## src/rtl/image_bram_arbiter.sv

```systemverilog
`default_nettype none
// ============================================================================
//  Module      : image_bram_arbiter
//  Description : Shares the single image BRAM port between a never-stalling
//                camera writer (buffered in a small FIFO) and a read engine.
//  Revision    : 1.0  initial release
// ============================================================================
module image_bram_arbiter #(
    parameter int ADDR_W       = 10,
    parameter int DATA_W       = 16,
    parameter int FIFO_DEPTH   = 4,
    parameter int STARVE_LIMIT = 8,
    parameter int RD_LATENCY   = 1
) (
    input  logic                          clk,
    input  logic                          reset_n,
    input  logic                          wr_valid,
    output logic                          wr_ready,
    input  logic [ADDR_W-1:0]             wr_addr,
    input  logic [DATA_W-1:0]             wr_data,
    output logic                          wr_overflow,
    input  logic                          wr_overflow_clr,
    input  logic                          rd_req,
    input  logic [ADDR_W-1:0]             rd_addr,
    output logic                          rd_gnt,
    output logic                          rd_valid,
    output logic [DATA_W-1:0]             rd_data,
    output logic                          bram_en,
    output logic                          bram_we,
    output logic [ADDR_W-1:0]             bram_addr,
    output logic [DATA_W-1:0]             bram_din,
    input  logic [DATA_W-1:0]             bram_dout,
    output logic [$clog2(FIFO_DEPTH):0]   fifo_level
);

    localparam int PTR_W = $clog2(FIFO_DEPTH);
    localparam int LVL_W = $clog2(FIFO_DEPTH) + 1;
    localparam int STV_W = $clog2(STARVE_LIMIT + 1);
    localparam logic [LVL_W-1:0] DEPTH_LVL  = LVL_W'(FIFO_DEPTH);
    localparam logic [STV_W-1:0] STARVE_MAX = STV_W'(STARVE_LIMIT);

    typedef enum logic [1:0] {
        ISSUE_IDLE  = 2'd0,
        ISSUE_WRITE = 2'd1,
        ISSUE_READ  = 2'd2
    } issue_e;

    logic [ADDR_W-1:0]     fifo_addr [FIFO_DEPTH];
    logic [DATA_W-1:0]     fifo_data [FIFO_DEPTH];
    logic [FIFO_DEPTH-1:0] slot_valid;
    logic [PTR_W-1:0]      wr_ptr;
    logic [PTR_W-1:0]      rd_ptr;
    logic [LVL_W-1:0]      level;
    logic [STV_W-1:0]      starve;
    logic [RD_LATENCY-1:0] rd_pipe;
    logic                  push;
    logic                  pop;
    logic                  full;
    logic                  empty;
    logic                  hazard;
    logic                  rd_ok;
    logic                  starved;
    issue_e                decision;

    assign full       = (level == DEPTH_LVL);
    assign empty      = (level == '0);
    assign wr_ready   = (level < DEPTH_LVL);
    assign push       = wr_valid && wr_ready;
    assign pop        = (decision == ISSUE_WRITE);
    assign fifo_level = level;
    assign starved    = (starve >= STARVE_MAX);

    // A read must not overtake any buffered write to the same address,
    // including the one entering the FIFO this very cycle.
    always_comb begin
        hazard = push && (wr_addr == rd_addr);
        for (int i = 0; i < FIFO_DEPTH; i++) begin
            if (slot_valid[i] && (fifo_addr[i] == rd_addr)) begin
                hazard = 1'b1;
            end
        end
        hazard = hazard && rd_req;
    end

    // rd_gnt doubles as the grant-pending flag: the held request is ignored
    // during its acceptance cycle.
    assign rd_ok = rd_req && !hazard && !rd_gnt;

    always_comb begin
        decision = ISSUE_IDLE;
        if (full) begin
            decision = ISSUE_WRITE;
        end else if (rd_ok && starved) begin
            decision = ISSUE_READ;
        end else if (!empty) begin
            decision = ISSUE_WRITE;
        end else if (rd_ok) begin
            decision = ISSUE_READ;
        end
    end

    always_ff @(posedge clk) begin
        if (push) begin
            fifo_addr[wr_ptr] <= wr_addr;
            fifo_data[wr_ptr] <= wr_data;
        end
    end

    always_ff @(posedge clk or negedge reset_n) begin
        if (!reset_n) begin
            wr_ptr     <= '0;
            rd_ptr     <= '0;
            level      <= '0;
            slot_valid <= '0;
        end else begin
            if (push) begin
                wr_ptr             <= wr_ptr + PTR_W'(1);
                slot_valid[wr_ptr] <= 1'b1;
            end
            if (pop) begin
                rd_ptr             <= rd_ptr + PTR_W'(1);
                slot_valid[rd_ptr] <= 1'b0;
            end
            case ({push, pop})
                2'b10:   level <= level + LVL_W'(1);
                2'b01:   level <= level - LVL_W'(1);
                default: level <= level;
            endcase
        end
    end

    always_ff @(posedge clk or negedge reset_n) begin
        if (!reset_n) begin
            wr_overflow <= 1'b0;
            starve      <= '0;
        end else begin
            if (wr_valid && !wr_ready) begin
                wr_overflow <= 1'b1;
            end else if (wr_overflow_clr) begin
                wr_overflow <= 1'b0;
            end
            if (!rd_req || rd_gnt || (decision == ISSUE_READ)) begin
                starve <= '0;
            end else if (!starved) begin
                starve <= starve + STV_W'(1);
            end
        end
    end

    always_ff @(posedge clk or negedge reset_n) begin
        if (!reset_n) begin
            bram_en   <= 1'b0;
            bram_we   <= 1'b0;
            bram_addr <= '0;
            bram_din  <= '0;
            rd_gnt    <= 1'b0;
        end else begin
            bram_en <= (decision != ISSUE_IDLE);
            bram_we <= (decision == ISSUE_WRITE);
            rd_gnt  <= (decision == ISSUE_READ);
            if (decision == ISSUE_WRITE) begin
                bram_addr <= fifo_addr[rd_ptr];
                bram_din  <= fifo_data[rd_ptr];
            end else if (decision == ISSUE_READ) begin
                bram_addr <= rd_addr;
            end
        end
    end

    // rd_gnt coincides with the BRAM read cycle; the pipe tracks douta latency.
    generate
        if (RD_LATENCY == 1) begin : g_pipe_single
            always_ff @(posedge clk or negedge reset_n) begin
                if (!reset_n) begin
                    rd_pipe <= '0;
                end else begin
                    rd_pipe <= rd_gnt;
                end
            end
        end else begin : g_pipe_multi
            always_ff @(posedge clk or negedge reset_n) begin
                if (!reset_n) begin
                    rd_pipe <= '0;
                end else begin
                    rd_pipe <= {rd_pipe[RD_LATENCY-2:0], rd_gnt};
                end
            end
        end
    endgenerate

    always_ff @(posedge clk or negedge reset_n) begin
        if (!reset_n) begin
            rd_valid <= 1'b0;
            rd_data  <= '0;
        end else begin
            rd_valid <= rd_pipe[RD_LATENCY-1];
            if (rd_pipe[RD_LATENCY-1]) begin
                rd_data <= bram_dout;
            end
        end
    end

endmodule
`default_nettype wire

```

## config.mk

```make
export PLATFORM = sky130hd
export DESIGN_NAME = image_bram_arbiter
export DESIGN_NICKNAME = d
export VERILOG_FILES = /design/src/rtl/image_bram_arbiter.sv
export SDC_FILE = /design/constraint.sdc
export NUM_CORES = 1
export LEC_CHECK = 0
export CAP_MARGIN = 20
export CORE_MARGIN = 2
export CORE_UTILIZATION = 45
export DETAILED_ROUTE_END_ITERATION = 8
export PLACE_DENSITY_LB_ADDON = 0.12
export SLEW_MARGIN = 15
export SYNTH_ARGS = -nofsm -noshare
export SYNTH_HDL_FRONTEND = slang
export SYNTH_SLANG_ARGS = --single-unit
```

## constraint.sdc

```tcl
create_clock -name clk -period 2.8 [get_ports clk]
set_clock_uncertainty 0.05 [all_clocks]
set_input_delay 0.56 -clock clk [delete_from_list [all_inputs] [get_ports clk]]
set_output_delay 0.56 -clock clk [all_outputs]
set_load 0.005 [all_outputs]
```

# Word-level counts from Yosys, hierarchy flattened
# Memories as Yosys holds them, arrays and structs flattened. A register that Yosys moved wholly into a read port is not among the register bits.
# Index checks and enable logic that the tools add are counted.
[word_totals]
memories = 2
ff_bits = 47
mem_bits_rw = 104
wordCells = 88
output_inout_bits = 51
inputBits = 57
[memory_table]
columns = ["name", "words", "width", "read_ports", "rd_clocked_by_memory_dff", "wr", "line", "text"]
rows = [
  ["fifo_data", 4, 16, 1, 1, 1, "49", "logic [DATA_W-1:0] fifo_data [FIFO_DEPTH];"],
  ["fifo_addr", 4, 10, 5, 0, 1, "48", "logic [ADDR_W-1:0] fifo_addr [FIFO_DEPTH];"],
]
[op_classes]
muxes = 23
order_cmp = 6
add_sub_neg = 5
bitwise_logic = 3
reduce_logical = 25
eq_ne = 11
[ops]
columns = ["operator", "n"]
rows = [
  ["== test 10 bit", 5],
  ["two-way mux 10 bit", 2],
  ["two-way mux 4 bit", 4],
  ["logical AND 1 bit", 13],
  ["two-way mux 1 bit", 10],
  ["two-way mux 2 bit", 4],
  ["nonzero test 2 bit", 4],
  ["less-than comparator 2 x 3 -> 1 bit, second input constant", 2],
  ["one-hot mux 3 bit (2 select lines)", 1],
  ["zero test 1 bit", 5],
  ["adder 2 x 1 -> 2 bit, second input constant", 2],
  ["adder 4 x 1 -> 4 bit, second input constant", 1],
  ["AND 4 bit", 1],
  ["demux 1 bit (select 2 bit)", 2],
  ["== test 2 x 1 -> 1 bit, second input constant", 2],
  ["== test 2 bit, second input constant", 2],
  ["greater-or-equal comparator 2 x 1 -> 1 bit, second input constant", 2],
  ["greater-or-equal comparator 4 bit, second input constant", 1],
  ["inverter 4 bit", 1],
  ["OR 4 bit", 1],
  ["adder 3 x 1 -> 3 bit, second input constant", 1],
  ["== test 3 bit, second input constant", 1],
  ["zero test 3 bit", 1],
  ["less-than comparator 3 bit, second input constant", 1],
  ["3 further kinds", 4],
]

# Longest topological paths before layout
[logic_depth]
ltp_word = 18
depth_mapped = 13
depth_no_buf = 12

# Worst setup path before layout
# Ideal clock, no wire load.
[synth_timing]
path_type = "input port to flip-flop"
start = "input port rd_addr[8]"
end = "register level[2] (netlist: fifo_level[2])"
path_stages = 13
required_time_ps = 2670
setup_ps = 80
path_buffers = 1
t_arrival_ps = 2536
slack_ps = 134
path_cell_list = "buf_4 -> xnor2_1 -> nand4_1 -> nor3_1 -> nor4_2 -> a21oi_1 -> ha_1 -> ha_1 -> inv_1 -> fa_1 -> xor2_1 -> nor2_1 -> xnor2_1"
[synth_between]
elab_chain_len = 17
elab_cells_between_ends = 28
cone_classes = "eq/ne (8); mux (9); reduce/logical (11)"
[synth_rtl]
columns = ["item", "line", "text"]
rows = [
  ["start: declaration", "24", "input logic [ADDR_W-1:0] rd_addr,"],
  ["== test 10 bit (on tied branches)", "76, 78", ""],
  ["logical AND 1 bit (on tied branches)", "76, 78", ""],
  ["two-way mux 1 bit (3 in a row)", "78", "if (slot_valid[i] && (fifo_addr[i] == rd_addr)) begin"],
  ["two-way mux 1 bit *", "78", ""],
  ["logical AND 1 bit *", "82", "hazard = hazard && rd_req;"],
  ["zero test 1 bit *", "87", "assign rd_ok = rd_req && !hazard && !rd_gnt;"],
  ["logical AND 1 bit * (2 in a row)", "87", ""],
  ["two-way mux 2 bit", "97", "end else if (rd_ok) begin"],
  ["two-way mux 2 bit", "95", "end else if (!empty) begin"],
  ["two-way mux 2 bit *", "93", "end else if (rd_ok && starved) begin"],
  ["two-way mux 2 bit *", "91", "if (full) begin"],
  ["== test 2 x 1 -> 1 bit *", "69", "assign pop = (decision == ISSUE_WRITE);"],
  ["net pop", "57", "logic pop;"],
  ["== test 2 x 1 -> 1 bit or == test 2 bit (tied branches)", "124", "case ({push, pop})"],
  ["one-hot mux 3 bit (2 select lines) or nonzero test 2 bit (tied branches)", "--", ""],
  ["end signal: assignment", "125", "2'b10: level <= level + LVL_W'(1);"],
  ["end signal: assignment", "126", "2'b01: level <= level - LVL_W'(1);"],
  ["end signal: assignment", "127", "default: level <= level;"],
  ["end: declaration", "53", "logic [LVL_W-1:0] level;"],
]
# Mark *: on every way through the listed nets, which the timed path passes. The rest lies on a longest branch.
# A chain may end at the register's enable or synchronous reset.

# Worst setup path after layout
[layout_timing]
start = "input port wr_valid"
end = "register level[2] (netlist: fifo_level[2])"
[layout_between]
elab_chain_len = 17
elab_cells_between_ends = 20
cone_classes = "eq/ne (3); mux (9); reduce/logical (8)"
[layout_rtl]
columns = ["item", "line", "text"]
rows = [
  ["start: declaration", "17", "input logic wr_valid,"],
  ["logical AND 1 bit *", "68", "assign push = wr_valid && wr_ready;"],
  ["logical AND 1 bit *", "76", "hazard = push && (wr_addr == rd_addr);"],
  ["two-way mux 1 bit * (4 in a row)", "78", ""],
  ["logical AND 1 bit *", "82", ""],
  ["zero test 1 bit *", "87", ""],
  ["logical AND 1 bit * (2 in a row)", "87", ""],
  ["two-way mux 2 bit", "97", ""],
  ["two-way mux 2 bit", "95", ""],
  ["two-way mux 2 bit *", "93", ""],
  ["two-way mux 2 bit *", "91", ""],
  ["== test 2 x 1 -> 1 bit *", "69", ""],
  ["net pop", "57", ""],
  ["== test 2 x 1 -> 1 bit or == test 2 bit (tied branches)", "124", ""],
  ["one-hot mux 3 bit (2 select lines) or nonzero test 2 bit (tied branches)", "--", ""],
]
# Marks and branches as above.

==> key figures <==
Drt
  – Pre-antenna DRT Iters: 4
  – Per-cell routed wire length: 18.2 um
  – Vias: 3973
  – Total Routed Length: 14500 um
  – DRT iter0 DRCs: 168
  – Post-DRT Antenna Nets: 0
  – Vias/cell: 5.00
  – DRC Markers: 0

Logic synthesis
  – Synth top area cells: edfxtp_1 44%, dfrtp_1 22%, xnor2_1 6.6%
  – Mapped Nets: 494
  – Dominant cell type by area after synthesis: edfxtp_1
  – Number of enable flip-flop cells after synthesis: 104
  – Post-synth design cell area: 0.00717 mm^2
  – Main synth FF type: edfxtp_1
  – FF+latch count, synth: 167
  – Yosys top cell area share: 43.6%
  – Syn Inst Count: 422
  – Sequential share of the synthesized area: 65.5%
  – FFs w/ async S/R, synth: 37.7%
  – Mapped Avg Cell Area: 17.0 um^2
  – Synth warn: 0
  – Yosys cell types: 33

Floorplan
  – Starting density of the core: 45.6%
  – Chip Height: 130 um
  – Die area: 0.0170 mm^2
  – Row count: 46
  – Die Wd: 130 um
  – Top Ports: 108
  – Core ar.: 0.0157 mm^2

STA
  – Pins Over Slew Limit: 0
  – Fin crit period: 2650 ps
  – Setup-failing EPs final: 0
  – Final worst slack: 145 ps
  – Fin. Hold Viols: 0
  – WHS: 88.6 ps
  – Setup tns final: 0 ps
  – Worst-margin pin slew: 610 ps
  – Final worst-path cycle share: 94.8%
  – Slew headroom: 59.3%
  – Max Freq: 377 MHz

Cells and area
  – Antenna cells: 0
  – Commonest non-fill, non-tap cell in the layout: edfxtp_1
  – Most frequent cells in the layout: 104 x edfxtp_1, 88 x clkdlybuf4s50_1, 62 x dfrtp_1, 35 x xnor2_1, 30 x buf_4
  – Synthesis-to-layout area growth: 34.4%
  – Nets: 638
  – Share of layout cells above drive strength 1: 27.5%
  – Fin cells: 795

GRT
  – Total gr overflow: 0
  – Initial antenna violation count: 0
  – First-pass GRT wire length: 22900 um
  – Pin count of the biggest net entering global routing: 64
  – Vias in the first global route: 4222
  – Total track usage: 18.4%

CTS
  – CTS tree: built
  – Clock slew at reported path FFs: 60 ps
  – Clock Path Buffers: 2
  – CTS Sinks: 167
  – Post-CTS Hold Buffers: 0
  – H-tree levels: 4
  – Clk root buf: clkbuf_16
  – Clock Latency Late Sink: 420 ps
  – CTS Buf Count: 17

Min path
  – Worst Hold Class: primary input to asynchronous set/reset pin

Pwr
  – Total power: 9.22 mW
  – Pwr/cell area: 957 mW/mm^2
  – Peak VDD IR: 0.539 mV
  – Static Leak: 3.80 nW

Worst setup path
  – CP most frequent cell: ha_4
  – Critical path, cell by cell: clkdlybuf4s50_1 -> nor2b_4 -> nand4_1 -> nor3_4 -> nor2_2 -> a21oi_2 -> ha_4 -> ha_4 -> inv_2 -> fa_2 -> xor2_1 -> nor2_1 -> xnor2_1
  – Arr. time, crit path: 2950 ps
  – Reg2reg setup slack: 240 ps
  – CP max stage delay: 480 ps
  – Critical path required time: 3100 ps
  – Critical Path Source Type: primary input
  – CP Capture Type: flip-flop
  – Crit-path max FO: 2
  – CP max stage cell: clkdlybuf4s50_1
  – Setup CP Type: primary input to flip-flop

Place
  – Pre-CTS setup slack: -646 ps
  – Dpl hpwl: 9550 um
  – GPL Wtd Cong: 0.756
  – Placed Cells: 761
  – Port Buf Inserts: 107

Outcome
  – Status: finished, final reports clean

Job
  – Maxcap violations: 0
[synthesized netlist by cell type (all sizes together), types with 4 or more instances]
master   instances
nand4           10
and2             5
mux2            32
dfrtp           63
mux2i           12
a21oi           11
nor3             6
nand3            5
inv             13
nand2            4
edfxtp         104
mux4            26
o21ai            4
clkbuf           5
xnor2           54
a2bb2oi          4
buf             20
ha              14
nor2            17
[power breakdown]
| part | switching (mW) | total (mW) | internal (mW) | leakage, nW |
|---|---|---|---|---|
| combinational | 1.32 | 3.25 | 1.92 | 1.80 |
| clock | 0.993 | 2.42 | 1.43 | 0.291 |
| sequential | 0.312 | 3.56 | 3.24 | 1.72 |
[stage by stage]
| stage | util [%] | cell area, um^2 |
|---|---|---|
| 2_1_floorplan | - | 7170 |
| 3_3_place_gp | 55.5 | 8710 |
| 3_5_place_dp | 55.5 | 8710 |
| 4_1_cts | 60.4 | 9490 |
| 5_1_grt | 61.3 | 9640 |
| 6_report | 61.3 | 9640 |
[what timing repair did]
action / in CTS / in global routing
pin swaps: 19 / 21
setup endpoints to repair: 17 / 17
resized for setup: 43 / 24
setup buffers: 1 / 1
[worst max-delay path, delay by kind of cell]
kind,cells,cell delay [ps]
AND/OR/NAND/NOR,5,770
buffers and inverters,2,510
adder cells (fa/ha/maj),3,650
XOR/XNOR,2,270
AO/OA/AOI/OAI,1,190
[cell families after synthesis]
logic type / synth area share (%)
xor+xnor: 6.96
flops: 65.5
fa+ha+maj: 2.72
buf+inv: 3.02
compound gates: 1.94
simple gates: 3.70
mux: 16.1
[per-layer routing]
layer  track usage, %  share of wire, %  vias up
met4             6.96               1.6        0
li1                 -                 -     1847
met5                0                 0        -
met1             24.8                45     1987
met2             29.8                48      120
met3             3.73               4.8       19
[sequential cells by signal, indices dropped and copies added, names as in the netlist, 3 cells and up]
register and count:
fifo_data 64, fifo_addr 40, bram_din 16, rd_data 16
bram_addr 10, slot_valid 4, starve 4, fifo_level 3
[layout make-up]
cell class,count,area (um^2)
sequential,167,4700
multi-input combinational,217,2520
timing repair buffer,150,1480
fill,1200,6070
clock buffer,18,429
inverter,13,48.8
clock inverter,14,191
tap,216,270
[worst paths after layout]
check,to,cells after the start,startpoint
hold / removal,wr_overflow,2,reset_n
max in group asynchronous,rd_ptr[0],2,reset_n
setup / recovery,fifo_level[2],13,wr_valid
setup reg to reg,fifo_level[2],12,fifo_addr[1][9]
min in group clk,rd_pipe,0,rd_gnt
hold reg to reg,rd_pipe,0,rd_gnt
Note: power is estimated with default switching activity, not from simulation.
